--- src/rtl/hpau_pkg.sv ---
// Shared types and constants for the HP-AU nibble-serial add/subtract sequencer.
package hpau_pkg;

  localparam int unsigned NIBBLE = 4;

  typedef enum logic [1:0] {
    S_IDLE = 2'd0,
    S_RUN  = 2'd1,
    S_DONE = 2'd2
  } seq_state_e;

  // Legal operand widths: whole nibbles, at least two of them.
  function automatic bit width_ok(input int unsigned w);
    return ((w % NIBBLE) == 0) && (w >= 2 * NIBBLE);
  endfunction

endpackage

--- src/rtl/cla_4bit.sv ---
// 4-bit carry-lookahead adder with group propagate/generate outputs.
module cla_4bit (
  input  logic [3:0] i_a,
  input  logic [3:0] i_b,
  input  logic       i_cin,
  output logic [3:0] o_sum,
  output logic       o_cout,
  output logic       o_pg,
  output logic       o_gg
);

  logic [3:0] w_p;
  logic [3:0] w_g;
  logic [3:0] w_c;

  assign w_p = i_a ^ i_b;
  assign w_g = i_a & i_b;

  assign w_c[0] = i_cin;
  assign w_c[1] = w_g[0] | (w_p[0] & i_cin);
  assign w_c[2] = w_g[1] | (w_p[1] & w_g[0]) | (w_p[1] & w_p[0] & i_cin);
  assign w_c[3] = w_g[2] | (w_p[2] & w_g[1]) | (w_p[2] & w_p[1] & w_g[0])
                | (w_p[2] & w_p[1] & w_p[0] & i_cin);

  assign o_gg   = w_g[3] | (w_p[3] & w_g[2]) | (w_p[3] & w_p[2] & w_g[1])
                | (w_p[3] & w_p[2] & w_p[1] & w_g[0]);
  assign o_pg   = &w_p;
  assign o_cout = o_gg | (o_pg & i_cin);
  assign o_sum  = w_p ^ w_c;

endmodule

--- src/rtl/cla_seq_addsub.sv ---
// Nibble-serial add/subtract: one cla_4bit reused NIB times, LSB nibble first,
// with valid/ready handshakes on input and output.
module cla_seq_addsub
  import hpau_pkg::*;
#(
  parameter int unsigned WIDTH = 16
) (
  input  logic             clk,
  input  logic             rst_n,
  input  logic             in_valid,
  output logic             in_ready,
  input  logic [WIDTH-1:0] op_a,
  input  logic [WIDTH-1:0] op_b,
  input  logic             op_sub,
  output logic             out_valid,
  input  logic             out_ready,
  output logic [WIDTH-1:0] result,
  output logic             carry,
  output logic             overflow,
  output logic             zero
);

  localparam int unsigned NIB   = WIDTH / NIBBLE;
  localparam int unsigned CNT_W = $clog2(NIB);

  if (!width_ok(WIDTH)) begin : g_width_chk
    $error("cla_seq_addsub: WIDTH must be a multiple of 4 and at least 8");
  end

  seq_state_e       r_state;
  logic [WIDTH-1:0] r_a_sh;
  logic [WIDTH-1:0] r_b_sh;
  logic             r_cy;
  logic [CNT_W-1:0] r_cnt;
  logic             r_a_msb;
  logic             r_b_msb;
  logic             r_zacc;
  logic [WIDTH-1:0] r_result;
  logic             r_carry;
  logic             r_overflow;
  logic             r_zero;
  logic             r_in_ready;
  logic             r_out_valid;

  logic [WIDTH-1:0] w_b_in;
  logic [3:0]       w_sum;
  logic             w_cout;
  logic             w_sum_zero;
  logic             w_unused_pg;
  logic             w_unused_gg;

  // Subtraction is A + ~B + 1: invert B here, inject the +1 as the first carry-in.
  assign w_b_in     = op_sub ? ~op_b : op_b;
  assign w_sum_zero = (w_sum == 4'd0);

  cla_4bit u_cla (
    .i_a    (r_a_sh[NIBBLE-1:0]),
    .i_b    (r_b_sh[NIBBLE-1:0]),
    .i_cin  (r_cy),
    .o_sum  (w_sum),
    .o_cout (w_cout),
    .o_pg   (w_unused_pg),
    .o_gg   (w_unused_gg)
  );

  always_ff @(posedge clk or negedge rst_n) begin
    if (!rst_n) begin
      r_state     <= S_IDLE;
      r_a_sh      <= '0;
      r_b_sh      <= '0;
      r_cy        <= 1'b0;
      r_cnt       <= '0;
      r_a_msb     <= 1'b0;
      r_b_msb     <= 1'b0;
      r_zacc      <= 1'b0;
      r_result    <= '0;
      r_carry     <= 1'b0;
      r_overflow  <= 1'b0;
      r_zero      <= 1'b0;
      r_in_ready  <= 1'b1;
      r_out_valid <= 1'b0;
    end else begin
      case (r_state)
        S_IDLE: begin
          if (in_valid) begin
            r_a_sh     <= op_a;
            r_b_sh     <= w_b_in;
            r_cy       <= op_sub;
            r_cnt      <= '0;
            r_a_msb    <= op_a[WIDTH-1];
            r_b_msb    <= w_b_in[WIDTH-1];
            r_zacc     <= 1'b1;
            r_in_ready <= 1'b0;
            r_state    <= S_RUN;
          end
        end
        S_RUN: begin
          r_cy     <= w_cout;
          r_result <= {w_sum, r_result[WIDTH-1:NIBBLE]};
          r_a_sh   <= r_a_sh >> NIBBLE;
          r_b_sh   <= r_b_sh >> NIBBLE;
          r_zacc   <= r_zacc & w_sum_zero;
          r_cnt    <= r_cnt + CNT_W'(1);
          // Top nibble: its carry and sign bit decide the flags.
          if (r_cnt == CNT_W'(NIB - 1)) begin
            r_carry     <= w_cout;
            r_zero      <= r_zacc & w_sum_zero;
            r_overflow  <= (r_a_msb == r_b_msb) & (w_sum[NIBBLE-1] != r_a_msb);
            r_out_valid <= 1'b1;
            r_state     <= S_DONE;
          end
        end
        S_DONE: begin
          if (out_ready) begin
            r_out_valid <= 1'b0;
            r_in_ready  <= 1'b1;
            r_state     <= S_IDLE;
          end
        end
        default: begin
          r_state     <= S_IDLE;
          r_in_ready  <= 1'b1;
          r_out_valid <= 1'b0;
        end
      endcase
    end
  end

  assign in_ready  = r_in_ready;
  assign out_valid = r_out_valid;
  assign result    = r_result;
  assign carry     = r_carry;
  assign overflow  = r_overflow;
  assign zero      = r_zero;

endmodule

--- config.mk ---
export PLATFORM = sky130hd
export DESIGN_NAME = cla_seq_addsub
export DESIGN_NICKNAME = d
export VERILOG_FILES = /design/src/rtl/hpau_pkg.sv /design/src/rtl/cla_4bit.sv /design/src/rtl/cla_seq_addsub.sv
export SDC_FILE = /design/constraint.sdc
export NUM_CORES = 1
export LEC_CHECK = 0
export ABC_CLOCK_PERIOD_IN_PS = 5150
export CORE_ASPECT_RATIO = 1.4
export CORE_MARGIN = 4
export CORE_UTILIZATION = 30
export CTS_BUF_LIST = sky130_fd_sc_hd__clkbuf_8
export DETAILED_ROUTE_END_ITERATION = 7
export DONT_BUFFER_PORTS = 1
export GPL_ROUTABILITY_DRIVEN = 0
export SLEW_MARGIN = 30
export SYNTH_ARGS = -nofsm -noshare
export SYNTH_HDL_FRONTEND = slang
export SYNTH_SLANG_ARGS = --single-unit
--- constraint.sdc ---
create_clock -name clk -period 5.15 [get_ports clk]
set_input_delay 1.2875 -clock clk [delete_from_list [all_inputs] [get_ports clk]]
set_output_delay 1.2875 -clock clk [all_outputs]
set_load 0.03 [all_outputs]
==> Yosys cells after proc, flatten, opt, wreduce, memory -nomap -nowiden <==
Cells that the tools add are included.
W data, S select, Z words.
{ "op_classes": {"n_reduce_logical": 10, "n_bitwise": 33, "n_mux": 21, "add_sub_neg": 1, "eq_ne": 8} }
{ "ops": {"columns": ["cell", "n"], "rows": [
  ["$pmux W16 S2", 2],
  ["$mux W16", 3],
  ["$and A1 B1 Y1", 17],
  ["$not A16 Y16", 1],
  ["$or A1 B1 Y1", 10],
  ["$reduce_and A3 Y1", 3],
  ["$mux W2", 4],
  ["$xor A4 B4 Y4", 2],
  ["$mux W1", 6],
  ["$ne A2 B2 Y1 const B", 3],
  ["$pmux W1 S3", 2],
  ["$pmux W2 S3", 1],
  ["$reduce_and A2 Y1", 3],
  ["$and A4 B4 Y4", 1],
  ["$eq A2 B2 Y1 const B", 2],
  ["$logic_not A4 Y1", 1],
  ["$pmux W1 S2", 2],
  ["$pmux W2 S2", 1],
  ["$reduce_and A4 Y1", 1],
  ["$add A2 B1 Y2 const B", 1],
  ["$eq A2 B1 Y1 const B", 1],
  ["$logic_not A2 Y1", 1],
  ["$not A1 Y1", 2],
  ["$reduce_bool A2 Y1", 1],
  ["2 further kinds", 2]
]} }
{ "word_totals": {"in_bits": 37, "reg_bits": 61, "wordCells": 87, "output_inout_bits": 21} }

==> Depth between registers and ports, before layout <==
{ "logic_depth": {"depth_word": 9, "mapped_depth": 7, "depth_no_buf": 5} }

==> Modules after synthesis <==
Synthesis repeated with hierarchy kept, for this count alone.
{ "hier_totals": {"cells_unflattened": 306, "area_unflattened_um2": 3005.4} }
{ "by_module_without_submodules": {"columns": ["mod", "n_inst", "area_each_um2", "cells_per_inst"], "rows": [
  ["cla_seq_addsub", 1, 2822.7, 284],
  ["cla_4bit", 1, 182.7, 22]
]} }

==> Worst setup path after synthesis <==
No wires, ideal clock.
{ "synth_path": {"path_kind": "input -> register", "start": "in op_sub", "end": "reg r_b_sh[10]", "n_path_buf": 2, "cell_stages": 5, "setup_slack_ns": 2.840, "t_required_ns": 5.024, "setup_ns": 0.126, "arrival_ns": 2.184, "path_cell_list": "buf_2 -> buf_2 -> xnor2_1 -> nor2_1 -> a221o_1"} }
{ "synth_between": {"elab_chain_cells": 3} }
{ "synth_rtl": {"columns": ["element", "line_no", "rtl"], "rows": [
  ["from (decl)", "cla_seq_addsub.sv:14", "input logic op_sub,"],
  ["$mux W16", "cla_seq_addsub.sv:53", "assign w_b_in = op_sub ? ~op_b : op_b;"],
  ["$mux W16", "cla_seq_addsub.sv:85", "if (in_valid) begin"],
  ["$pmux W16 S2", "cla_seq_addsub.sv:83", "case (r_state)"],
  ["to (signal assigned)", "cla_seq_addsub.sv:87", "r_b_sh <= w_b_in;"],
  ["to (signal assigned)", "cla_seq_addsub.sv:101", "r_b_sh <= r_b_sh >> NIBBLE;"],
  ["to (decl)", "cla_seq_addsub.sv:32", "logic [WIDTH-1:0] r_b_sh;"]
]} }
No other way between the ends. The select of a mux whose other input is x is not followed.
A chain may end at the register's enable or synchronous reset.

==> Worst setup path in the final report <==
{ "layout_path": {"start": "reg r_in_ready (netlist: in_ready)", "end": "out in_ready"} }
{ "layout_rtl": {"columns": ["element", "line_no", "rtl"], "rows": [
  ["from (decl)", "cla_seq_addsub.sv:42", "logic r_in_ready;"],
  ["from (signal assigned)", "cla_seq_addsub.sv:80", "r_in_ready <= 1'b1;"],
  ["from (signal assigned)", "cla_seq_addsub.sv:93", "r_in_ready <= 1'b0;"],
  ["from (signal assigned)", "cla_seq_addsub.sv:116", "r_in_ready <= 1'b1;"],
  ["to (decl)", "cla_seq_addsub.sv:11", "output logic in_ready,"]
]} }
No word-level cell between the ends.

==> run summary <==
final hold vios = 0
Reg-to-Reg End = overflow
most frequent cells in the layout = 85 x nand2_1, 60 x dfrtp_1, 29 x nor2_1, 16 x xnor2_1, 15 x o21ai_0
final wirelength = 6130 µm
Ys Warns = 0
clock slew at reported path FFs = 0.07 ns
#FFs+latches synth = 61
final-layout fill cell count = 933
most common cell after layout, fill and taps aside = nand2_1
TritonCTS sink count = 61
total grt overflow = 0
Setup CP Type = reg2out
Cells after Synth = 297
Post-synth EDFFs = 0
CTS tree = yes
Pwr Density = 749 nW/µm²
Synthesized Nets = 340
Post-synth ARST share = 100%
CP arrival = 0.96 ns
Relative slew margins = 61.1%
register area share after synthesis = 54.3%
pre-CTS setup slack = 2.69 ns
R2R Setup Slk = 3.24 ns
row cnt = 41
total core area = 9080 µm²
status = completed
HP Class = reg2reg
Hold Crit Start = r_b_msb
Max-Cap Viols = 0
Min-Delay Endpoint = r_b_msb
CP endpoint kind = output port
port buffer count = 0
worst-path fanout max = 3
hold buffers post-CTS = 0
initial antenna violation count = 0
setup violators final = 0
Hold Crit Depth = 2
Worst Skew = 0.00629 ns
post-route antenna net violation count = 0
synthesized area = 2810 µm²
Final WS setup = 2.90 ns
first-pass GRT wire length = 10400 µm
Clk Latency, worst-skew pair = 0.32 ns
diode count = 0
Setup Total Neg Slack = 0 ns
Max Slew Vio Count = 0
die area = 11000 µm²
crit path time final = 2.25 ns
maximum VDD drop = 0.219 mV
PostCTS Resize Cnt = 0
Final HPWL DP = 4240 µm
r2r worst-path depth = 5
vias in the first global route = 2081
DIE HEIGHT = 123 µm
total CTS buffers = 9
Nets = 335
Avg Inst Size Synth = 9.47 µm²
required time worst endpoint = 3.86 ns
drt initial violations = 47
post-DR vias/cell = 5.06
Main synth FF type = dfrtp_1
DR WL/cell = 15.2 µm
Register Area = 1530 µm²
Critical Path Source Type = register
drc violations = 0
Starting Density = 31.0%
Total GRT Usage = 11.9%
Pleak = 1.45 nW
Multi-input gate area = 1190 µm²
worst-margin pin slew = 0.583 ns
fraction of layout instances using a drive strength above 1 = 8.08%
post-CTS setup buffers = 0
H-tree levels = 3
first drt pass iteration count = 4
routed vias = 2045
IO Pins = 58
Crit Reg-Reg Startpoint = r_a_sh[3]
CTS max path bufs = 2
largest net degree at the start of global routing = 62
root buffer cell = clkbuf_8
Layout area overhead = 11.3%
Die X = 89.9 µm
count of unique library cells instantiated by Yosys = 34
RSZ-0062 raised after global routing = false
fin crit share = 43.7%
highest clock rate = 0.444 GHz
-- through the flow --
| stage | utilization [%] | power, W | cells | cell area (µm²) | hold WS [ns] |
|---|---|---|---|---|---|
| after global routing | 34.5 | 0.00255 | 404 | 3130 | 0.532 |
| after CTS | 34.4 | 0.00238 | 404 | 3130 | 0.501 |
| final | 34.5 | 0.00235 | 404 | 3130 | 0.499 |
| after global placement | 31.8 | 0.00182 | 388 | 2890 | 0.482 |
| after detailed placement | 31.8 | 0.00186 | 388 | 2890 | 0.484 |
| after floorplan | - | 0.00166 | 297 | 2810 | 0.461 |
-- cell type report --
type / instances / share of cell area (%)
clock inverter: 6 / 3.27
multi-input combinational: 213 / 38.1
inverter: 4 / 0.479
clock buffer: 10 / 4.39
sequential: 61 / 48.8
timing repair buffer: 3 / 0.719
tap: 107 / 4.27
-- kinds of logic (layout without fill, tap and decap cells) --
logic type	Yosys count	after routing	synth area share (%)
compound gates	54	54	13.6
xor+xnor	19	19	5.91
simple gates	134	134	19.6
flops	61	61	54.3
fa+ha+maj	6	6	2.93
buf+inv	23	23	3.65
-- registers in the layout, indices dropped and copies added (netlist names), 2 cells and up --
| name | count |
|---|---|
| result | 16 |
| r_cnt | 2 |
| r_b_sh | 16 |
| r_a_sh | 16 |
| r_state | 2 |
-- report_power, final --
part	total, W	switching (W)	internal, W
Clock	0.000509	0.000178	0.000331
Combinational	0.000823	0.000492	0.000331
Sequential	0.00101	0.000307	0.000706
-- cell usage after synthesis, types with 2 or more instances --
| master | number | area (µm²) |
|---|---|---|
| a21o_1 | 2 | 15.0 |
| a21oi_1 | 2 | 10.0 |
| a221o_1 | 13 | 130 |
| a31oi_1 | 13 | 81.3 |
| buf_1 | 3 | 11.3 |
| buf_2 | 10 | 50.1 |
| clkbuf_1 | 5 | 18.8 |
| dfrtp_1 | 60 | 1500 |
| ha_1 | 5 | 62.6 |
| inv_1 | 4 | 15.0 |
| nand2_1 | 86 | 323 |
| nand3_1 | 10 | 50.1 |
| nor2_1 | 29 | 109 |
| o21ai_0 | 15 | 75.1 |
| o31ai_1 | 3 | 22.5 |
| or3_1 | 2 | 12.5 |
| xnor2_1 | 16 | 140 |
| xor2_1 | 3 | 26.3 |
-- per-layer routing --
metal | global-route usage [%] | wire, µm
met5 | 0 | 0
met1 | 14.3 | 2640
met2 | 20.2 | 3090
met4 | 5.46 | 100
met3 | 2.94 | 298
-- how the worst max path moves through the flow --
stage / from / to / slack, ns / cells past startpoint
after floorplan: op_sub / r_b_sh[10] / 2.84 / 5
after global placement: in_valid / r_cy / 2.71 / 5
after detailed placement: in_valid / r_cy / 2.69 / 5
after CTS: in_ready / in_ready / 2.88 / 0
after global routing: in_ready / in_ready / 2.87 / 0
final: in_ready / in_ready / 2.90 / 0
Note: power is estimated with default switching activity, not from simulation.
